**config.mk**
```make
export PLATFORM = sky130hd
export DESIGN_NAME = rmgmt_ext_sequencer
export DESIGN_NICKNAME = d
export VERILOG_FILES = /design/src/rtl/rmgmt_ext_sequencer.sv
export SDC_FILE = /design/constraint.sdc
export NUM_CORES = 1
export LEC_CHECK = 0
export CORE_MARGIN = 2
export CORE_UTILIZATION = 30
export CTS_BUF_LIST = sky130_fd_sc_hd__clkbuf_2
export DETAILED_ROUTE_END_ITERATION = 16
export PLACE_DENSITY = 0.61
export REMOVE_ABC_BUFFERS = 1
export SYNTH_ARGS = -nofsm -noshare
export SYNTH_HDL_FRONTEND = slang
export SYNTH_SLANG_ARGS = --single-unit
```
**constraint.sdc**
```tcl
create_clock -name CLK -period 4.5 [get_ports CLK]
set_clock_uncertainty 0.05 [all_clocks]
set_input_delay 0.9 -clock CLK [delete_from_list [all_inputs] [get_ports CLK]]
set_output_delay 0.9 -clock CLK [all_outputs]
set_load 0.1 [all_outputs]
```
**src/rtl/rmgmt_ext_sequencer.sv**
```systemverilog
// RISC-MGMT extension sequencer: grants one claiming extension per custom
// instruction, stalls execute while it runs, proxies its memory requests and
// enforces a per-instruction cycle timeout.
module rmgmt_ext_sequencer #(
  parameter int unsigned NUM_EXT = 4,
  parameter int unsigned TIMEOUT = 256
) (
  input  logic               CLK,
  input  logic               RST,
  input  logic               insn_valid,
  input  logic               pipe_stall,
  input  logic [NUM_EXT-1:0] ext_claim,
  input  logic [NUM_EXT-1:0] ext_done,
  input  logic [NUM_EXT-1:0] ext_exc,
  input  logic [NUM_EXT-1:0] ext_ren,
  input  logic [NUM_EXT-1:0] ext_wen,
  input  logic               mem_busy,
  output logic [NUM_EXT-1:0] ext_token,
  output logic [NUM_EXT-1:0] ext_start,
  output logic [NUM_EXT-1:0] mem_ack,
  output logic               mem_ren,
  output logic               mem_wen,
  output logic               active_insn,
  output logic               execute_stall,
  output logic               decode_bubble,
  output logic               commit,
  output logic               exception,
  output logic [NUM_EXT-1:0] ex_cause,
  output logic               timeout
);

  localparam int unsigned CNT_W = $clog2(TIMEOUT + 1);

  typedef enum logic [2:0] {StIdle, StExec, StMem, StCommit, StExcp} state_e;

  state_e             state_q;
  logic [NUM_EXT-1:0] token_q;
  logic [CNT_W-1:0]   cnt_q;
  logic               start_q;
  logic               ren_q;
  logic               wen_q;
  logic               tout_q;

  logic [NUM_EXT-1:0] grant;
  logic               tok_done, tok_exc, tok_ren, tok_wen;

  // Lowest-index claimant wins; only the granted extension's lines matter later.
  always_comb begin
    grant    = ext_claim & (~ext_claim + NUM_EXT'(1));
    tok_done = |(ext_done & token_q);
    tok_exc  = |(ext_exc & token_q);
    tok_ren  = |(ext_ren & token_q);
    tok_wen  = |(ext_wen & token_q);
  end

  // Sequencer FSM with token, timeout counter and registered request/flag state.
  always_ff @(posedge CLK or posedge RST) begin
    if (RST) begin
      state_q <= StIdle;
      token_q <= '0;
      cnt_q   <= '0;
      start_q <= 1'b0;
      ren_q   <= 1'b0;
      wen_q   <= 1'b0;
      tout_q  <= 1'b0;
    end else begin
      start_q <= 1'b0;
      case (state_q)
        StIdle: begin
          if (insn_valid && (|ext_claim) && !pipe_stall) begin
            state_q <= StExec;
            token_q <= grant;
            cnt_q   <= '0;
            start_q <= 1'b1;
          end
        end
        StExec: begin
          if (tok_exc) begin
            state_q <= StExcp;
            tout_q  <= 1'b0;
          end else if (tok_ren && tok_wen) begin
            // Simultaneous load and store is an illegal request.
            state_q <= StExcp;
            tout_q  <= 1'b0;
          end else if (tok_ren || tok_wen) begin
            state_q <= StMem;
            ren_q   <= tok_ren;
            wen_q   <= tok_wen;
          end else if (tok_done) begin
            state_q <= StCommit;
          end else if (cnt_q == CNT_W'(TIMEOUT - 1)) begin
            state_q <= StExcp;
            tout_q  <= 1'b1;
          end else begin
            cnt_q <= cnt_q + CNT_W'(1);
          end
        end
        StMem: begin
          // Counter frozen here; requests held until the port accepts.
          if (!mem_busy) begin
            state_q <= StExec;
            ren_q   <= 1'b0;
            wen_q   <= 1'b0;
          end
        end
        StCommit: begin
          if (!pipe_stall) begin
            state_q <= StIdle;
            token_q <= '0;
          end
        end
        StExcp: begin
          state_q <= StIdle;
          token_q <= '0;
          tout_q  <= 1'b0;
        end
        default: begin
          state_q <= StIdle;
          token_q <= '0;
        end
      endcase
    end
  end

  // Outputs decoded from state and token; mem_ack marks the accepting MEM cycle.
  always_comb begin
    ext_token     = token_q;
    ext_start     = start_q ? token_q : '0;
    mem_ack       = (state_q == StMem && !mem_busy) ? token_q : '0;
    mem_ren       = ren_q;
    mem_wen       = wen_q;
    active_insn   = (state_q != StIdle);
    execute_stall = (state_q == StExec) || (state_q == StMem);
    decode_bubble = (state_q == StExcp);
    commit        = (state_q == StCommit);
    exception     = (state_q == StExcp);
    ex_cause      = (state_q == StExcp) ? token_q : '0;
    timeout       = (state_q == StExcp) && tout_q;
  end

endmodule
```
Word-level counts from Yosys, hierarchy flattened
Cells that the tools add are included.
{ "word_totals": {"reg_bits": 20, "in_bits": 25, "wordCells": 98} }
{ "classes": {"bitwise_logic": 7, "add_sub_neg": 2, "reduce_logical": 25, "n_eq_ne": 18, "muxes": 39} }
{ "ops": {"columns": ["operator", "count"], "rows": [
  ["$mux W9", 6],
  ["$mux W3", 8],
  ["$and A4 B4 Y4", 5],
  ["$mux W4", 5],
  ["$reduce_or A4 Y1", 5],
  ["$ne A2 B2 Y1 const B", 9],
  ["$pmux W9 S2", 1],
  ["$mux W1", 14],
  ["$ne A4 B4 Y1 const B", 3],
  ["$pmux W3 S4", 1],
  ["$pmux W4 S3", 1],
  ["$add A9 B1 Y9 const B", 1],
  ["$eq A9 B8 Y1 const B", 1],
  ["$reduce_and A4 Y1", 2],
  ["$reduce_and A7 Y1", 1],
  ["$eq A3 B2 Y1 const B", 2],
  ["$ne A6 B6 Y1 const B", 1],
  ["$pmux W1 S2", 3],
  ["$reduce_bool A2 Y1", 3],
  ["$logic_and A1 B1 Y1", 5],
  ["$reduce_and A5 Y1", 1],
  ["$add A4 B1 Y4 const B", 1],
  ["$not A4 Y4", 1],
  ["$eq A3 B1 Y1 const B", 1],
  ["other kinds (8)", 10]
]} }

Depth between registers and ports, before layout
{ "depth": {"depth_word": 7, "depth_mapped": 9} }

Least setup slack after synthesis
Ideal clock, no wire load.
{ "synth_timing": {"kind": "reg2out", "startpoint": "register state_q[0]", "endpoint": "output ex_cause[0]", "n_path_buf": 1, "setup_slack_ns": -0.473, "stages_incl_launch_ff": 4, "arrival_ns": 4.023, "cell_sequence": "dfrtp_1 buf_2 nor3b_1 and2_1"} }
{ "synth_via": {"elab_chain_len": 2} }
{ "synth_rtl": {"columns": ["element", "line_no", "source"], "rows": [
  ["from (decl)", "36", "state_e state_q;"],
  ["from (signal assigned)", "59", "state_q <= StIdle;"],
  ["from (signal assigned)", "71", "state_q <= StExec;"],
  ["from (signal assigned)", "79", "state_q <= StExcp;"],
  ["$eq A3 B3 Y1", null, null],
  ["via decode_bubble", "25", "output logic decode_bubble,"],
  ["$mux W4", "137", "ex_cause = (state_q == StExcp) ? token_q : '0;"],
  ["to (decl)", "28", "output logic [NUM_EXT-1:0] ex_cause,"]
]} }
The timed path passes the listed nets, and every way through them passes these cells.

Worst setup path in the final report
{ "layout_timing": {"startpoint": "register state_q[1]", "endpoint": "output commit"} }
{ "layout_via": {"elab_chain_len": 1} }
{ "layout_rtl": {"columns": ["element", "line_no", "source"], "rows": [
  ["$eq A3 B2 Y1", "135", "commit = (state_q == StCommit);"],
  ["to (decl)", "26", "output logic commit,"]
]} }
No other way between the ends.

==> results.md <==
Place:
- The count of placed standard cells including taps is 257.
- Port buffering added 48 buffers.
- Detailed placement ended at an HPWL of 2879 µm.
- In this run the cell area measured after placement is 0.001892 mm².
- The setup slack after placement is 1.275 ns.
- The congestion estimate from routability-driven global placement came to 0.7963.

Route:
- Detailed routing inserted a total of 1383 vias.
- Using the TritonRoute via totals, the vias-per-cell ratio works out to 5.299.
- Wires add up to 3880 µm.
- Before antenna repair, the detailed router went through 4 iterations.
- The average detailed-routed wire length per instance is 14.87 µm.
- The number of remaining DRC errors is 0.
- The detail route stage leaves a number of antenna-violating nets equal to 0.
- The count of routing violations after the opening detailed-route iteration is 110.

Power and ir drop:
- The total power per unit cell area is 672.3 mW/mm².
- The design draws 1.302 mW.
- The static power due to leakage is 0.8258 nW.
- The worst-case IR drop observed on VDD is 0.4722 mV.

Critical path:
- The slowest stage of the critical path belongs to the cell sky130_fd_sc_hd__clkdlybuf4s50_1.
- Data arrives at the worst endpoint at 2.38 ns.
- The critical path goes through nand2_1, nor2_1, clkdlybuf4s50_1.
- The critical path start-end classification is register to output pin.
- Counting both buffers and inverters, the worst setup path holds a total of 1.
- The critical path's largest stage delay is 1.14 ns.
- The worst setup path is captured at an output pin.
- In this run the worst path has a maximum fanout of 10.
- The cell class contributing the biggest share of worst-path delay is buffers and inverters.
- The critical path data required time is 3.55 ns.
- STA classifies the critical path startpoint as a register.

Die:
- The floorplan step set the die height to 73.17 µm.
- The die width is 73.17 µm.
- The number of placement rows is 25.
- The area of the placeable core is 0.004661 mm².
- Once the floorplan was initialized, standard cells occupied 30.79% of the core.
- 49 I/O pins were placed.
- The area of the die is 0.005353 mm².

Clock network:
- The post-CTS setup buffer count is 0.
- The H-tree depth is 1.
- The number of sinks handled by clock tree synthesis is 20.
- The tree is rooted in a sky130_fd_sc_hd__clkbuf_2.
- Buffers inserted to repair hold after CTS numbered 0.
- The TritonCTS buffer count is 3.
- The largest buffer count on any clock path is 2.
- The later pin in the worst-skew pair is clocked with a latency of 0.33 ns.
- The post-cts gate resize count is 0.
- The CTS tree is done.
- Clock-pin slew was measured on the worst setup and hold paths at 0.23 ns.

Outcome:
- The flow ran to the end, and the final reports show no timing, DRC or antenna violations.

STA:
- The smallest hold slack is 0.4723 ns.
- The final worst-path cycle share is 74.11%.
- The fmax is 0.2999 GHz.
- The summed negative setup slack over all endpoints is 0 ns.
- The final setup slack of the worst path is 1.165 ns.
- Setup repair after global routing left no endpoint under its margin.
- The routed design could run at a clock period as short as 3.335 ns.
- The final number of hold-violating endpoints is 0.
- The transition time at the pin with the least slew margin is 0.9919 ns.
- The headroom to the max-slew limit is 33.67%.
- Setup violations remaining at the end of the flow were counted as 0.
- The final number of max-transition violations is 0.

Synth:
- Counting flops with an async set or reset pin after synthesis yields a share of 100.0%.
- Counting distinct cell types in the post-synthesis netlist gives 48.
- The number of warnings issued by yosys is 0.
- Among all flip-flop cells after synthesis, the most frequent one is sky130_fd_sc_hd__dfrtp_1.
- The mapped cell area is 0.001435 mm².
- In the post-synthesis netlist, the biggest area contributors are sky130_fd_sc_hd__dfrtp_1 35%, sky130_fd_sc_hd__and2_1 6.5%, sky130_fd_sc_hd__nand2_1 5.2%.
- The post-synthesis sequential area ratio is 34.87%.
- Counting every instance in the synthesized netlist gives 164.
- The area share of the leading cell type in the synthesized netlist is 34.87%.
- Counting flops with a built-in enable in the synthesized netlist gives 0.
- The total of flip-flops plus latches after synthesis is 20.
- Summed over all instances, the cell type with the most area after synthesis is sky130_fd_sc_hd__dfrtp_1.
- Counting instances in the post-synthesis netlist gives the leading cell types as 20 x sky130_fd_sc_hd__dfrtp_1, 20 x sky130_fd_sc_hd__nand2_1, 15 x sky130_fd_sc_hd__and2_1, 13 x sky130_fd_sc_hd__o21ai_0, 9 x sky130_fd_sc_hd__nor2_1.
- The average footprint of a synthesized cell is 8.751 µm².

GRT:
- The number of antenna violations at the first check in global routing is 0.
- The global-route wire length before repair is 6423 µm.
- The via count of the first global-routing pass is 1292.
- The global-route congestion overflow total is 0.
- The global-route total usage across every layer is 15.26%.
- The pin count of the biggest net entering global routing is 21.

Finish:
- After filler insertion, the fill cell instance count of the layout stands at 464.
- After the last flow step, the layout net total stands at 235.
- Measured on the finished design, the core utilization comes to 41.56%.
- Relative to the synthesized area, the layout overhead comes to 34.96%.
- The finished cells cover 0.001937 mm².
- The fraction of final layout cells sized beyond drive strength 1 is 13.53%.
- The number of antenna diodes in the final layout is 0.
- The final cell count without fillers is 261.

Job:
- The max-capacitance violation count is 0.

Min path:
- The path class of the tightest hold or removal check is register to register.
## cells by family after synthesis
logic type               after synthesis  share of synthesized area (%)
AO/OA/AOI/OAI                         48                          23.80
buffers and inverters                 14                          5.754
adder cells (fa/ha/maj)                2                          1.743
flip-flops                            20                          34.87
XOR/XNOR                               1                         0.6104
AND/OR/NAND/NOR                       79                          33.22
## where the power goes
group | total, mW | leakage [nW] | switching, mW | internal [mW]
clock | 0.138 | 0.0266 | 0.0611 | 0.0767
sequential | 0.317 | 0.269 | 0.0932 | 0.224
combinational | 0.848 | 0.530 | 0.593 | 0.254
total | 1.30 | 0.826 | 0.747 | 0.555
## worst register-to-register path, cell delays in order, from the launching register on
cell and delay (ns):
sky130_fd_sc_hd__dfrtp_1 0.66, sky130_fd_sc_hd__nor3b_4 0.46, sky130_fd_sc_hd__and4b_1 0.44, sky130_fd_sc_hd__nor2_4 0.12, sky130_fd_sc_hd__or4_1 0.51, sky130_fd_sc_hd__a21oi_1 0.15
## placed cells by master (no fill, tap or decap), types with 2 or more instances in the layout
cell type                         instances
sky130_fd_sc_hd__a21o_1                   2
sky130_fd_sc_hd__nor3_1                   4
sky130_fd_sc_hd__nand3_1                  4
sky130_fd_sc_hd__inv_1                    4
sky130_fd_sc_hd__nor2_1                   9
sky130_fd_sc_hd__a22oi_1                  6
sky130_fd_sc_hd__and2_1                  15
sky130_fd_sc_hd__nor3b_1                  2
sky130_fd_sc_hd__o211a_1                  2
sky130_fd_sc_hd__and3_1                   3
sky130_fd_sc_hd__a21oi_1                  6
sky130_fd_sc_hd__nand4_1                  3
sky130_fd_sc_hd__clkbuf_2                 3
sky130_fd_sc_hd__o21ai_0                 13
sky130_fd_sc_hd__clkdlybuf4s50_1         37
sky130_fd_sc_hd__dfrtp_1                 20
sky130_fd_sc_hd__a2bb2oi_1                2
sky130_fd_sc_hd__buf_4                   11
sky130_fd_sc_hd__ha_1                     2
sky130_fd_sc_hd__a31oi_1                  7
sky130_fd_sc_hd__nor3_4                   2
sky130_fd_sc_hd__o31ai_1                  2
sky130_fd_sc_hd__or4_1                    2
sky130_fd_sc_hd__or2_2                    2
sky130_fd_sc_hd__nand2_1                 20
sky130_fd_sc_hd__nand2b_1                 2
## worst paths after layout
check	endpoint	cells past startpoint	slack, ns	startpoint
max reg2reg	cnt_q[7]	5	2.04	state_q[0]
min reg2reg	cnt_q[0]	1	0.47	cnt_q[0]
max in group asynchronous	cnt_q[5]	2	2.98	RST
min	cnt_q[0]	1	0.47	cnt_q[0]
min in group asynchronous	mem_ren	2	0.91	RST
max	commit	3	1.17	state_q[1]
## sequential cells by signal (all words and copies together) (netlist names)
| signal | cells |
|---|---|
| cnt_q | 9 |
| ext_token | 4 |
| mem_ren | 1 |
| mem_wen | 1 |
| start_q | 1 |
| state_q | 3 |
| tout_q | 1 |
## area by class of cell
| cell class | instances | area [µm²] | area share (%) |
|---|---|---|---|
| Multi-Input combinational cell | 130 | 852.1 | 43.99 |
| Tap cell | 54 | 67.56 | 3.488 |
| Timing Repair Buffer | 48 | 452.9 | 23.38 |
| Clock buffer | 3 | 15.01 | 0.7752 |
| Clock inverter | 1 | 30.03 | 1.550 |
| Inverter | 5 | 18.77 | 0.9690 |
| Sequential cell | 20 | 500.5 | 25.84 |
## metal layers
layer  global-route usage, %  vias up  routed length (µm)
met2                   22.62       35                1754
met1                   23.88      653                1936
met5                       0        -                   0
li1                        -      691                   -
met4                   3.704        0                  36
met3                   1.105        4                 153
Note: power is estimated with default switching activity, not from simulation.
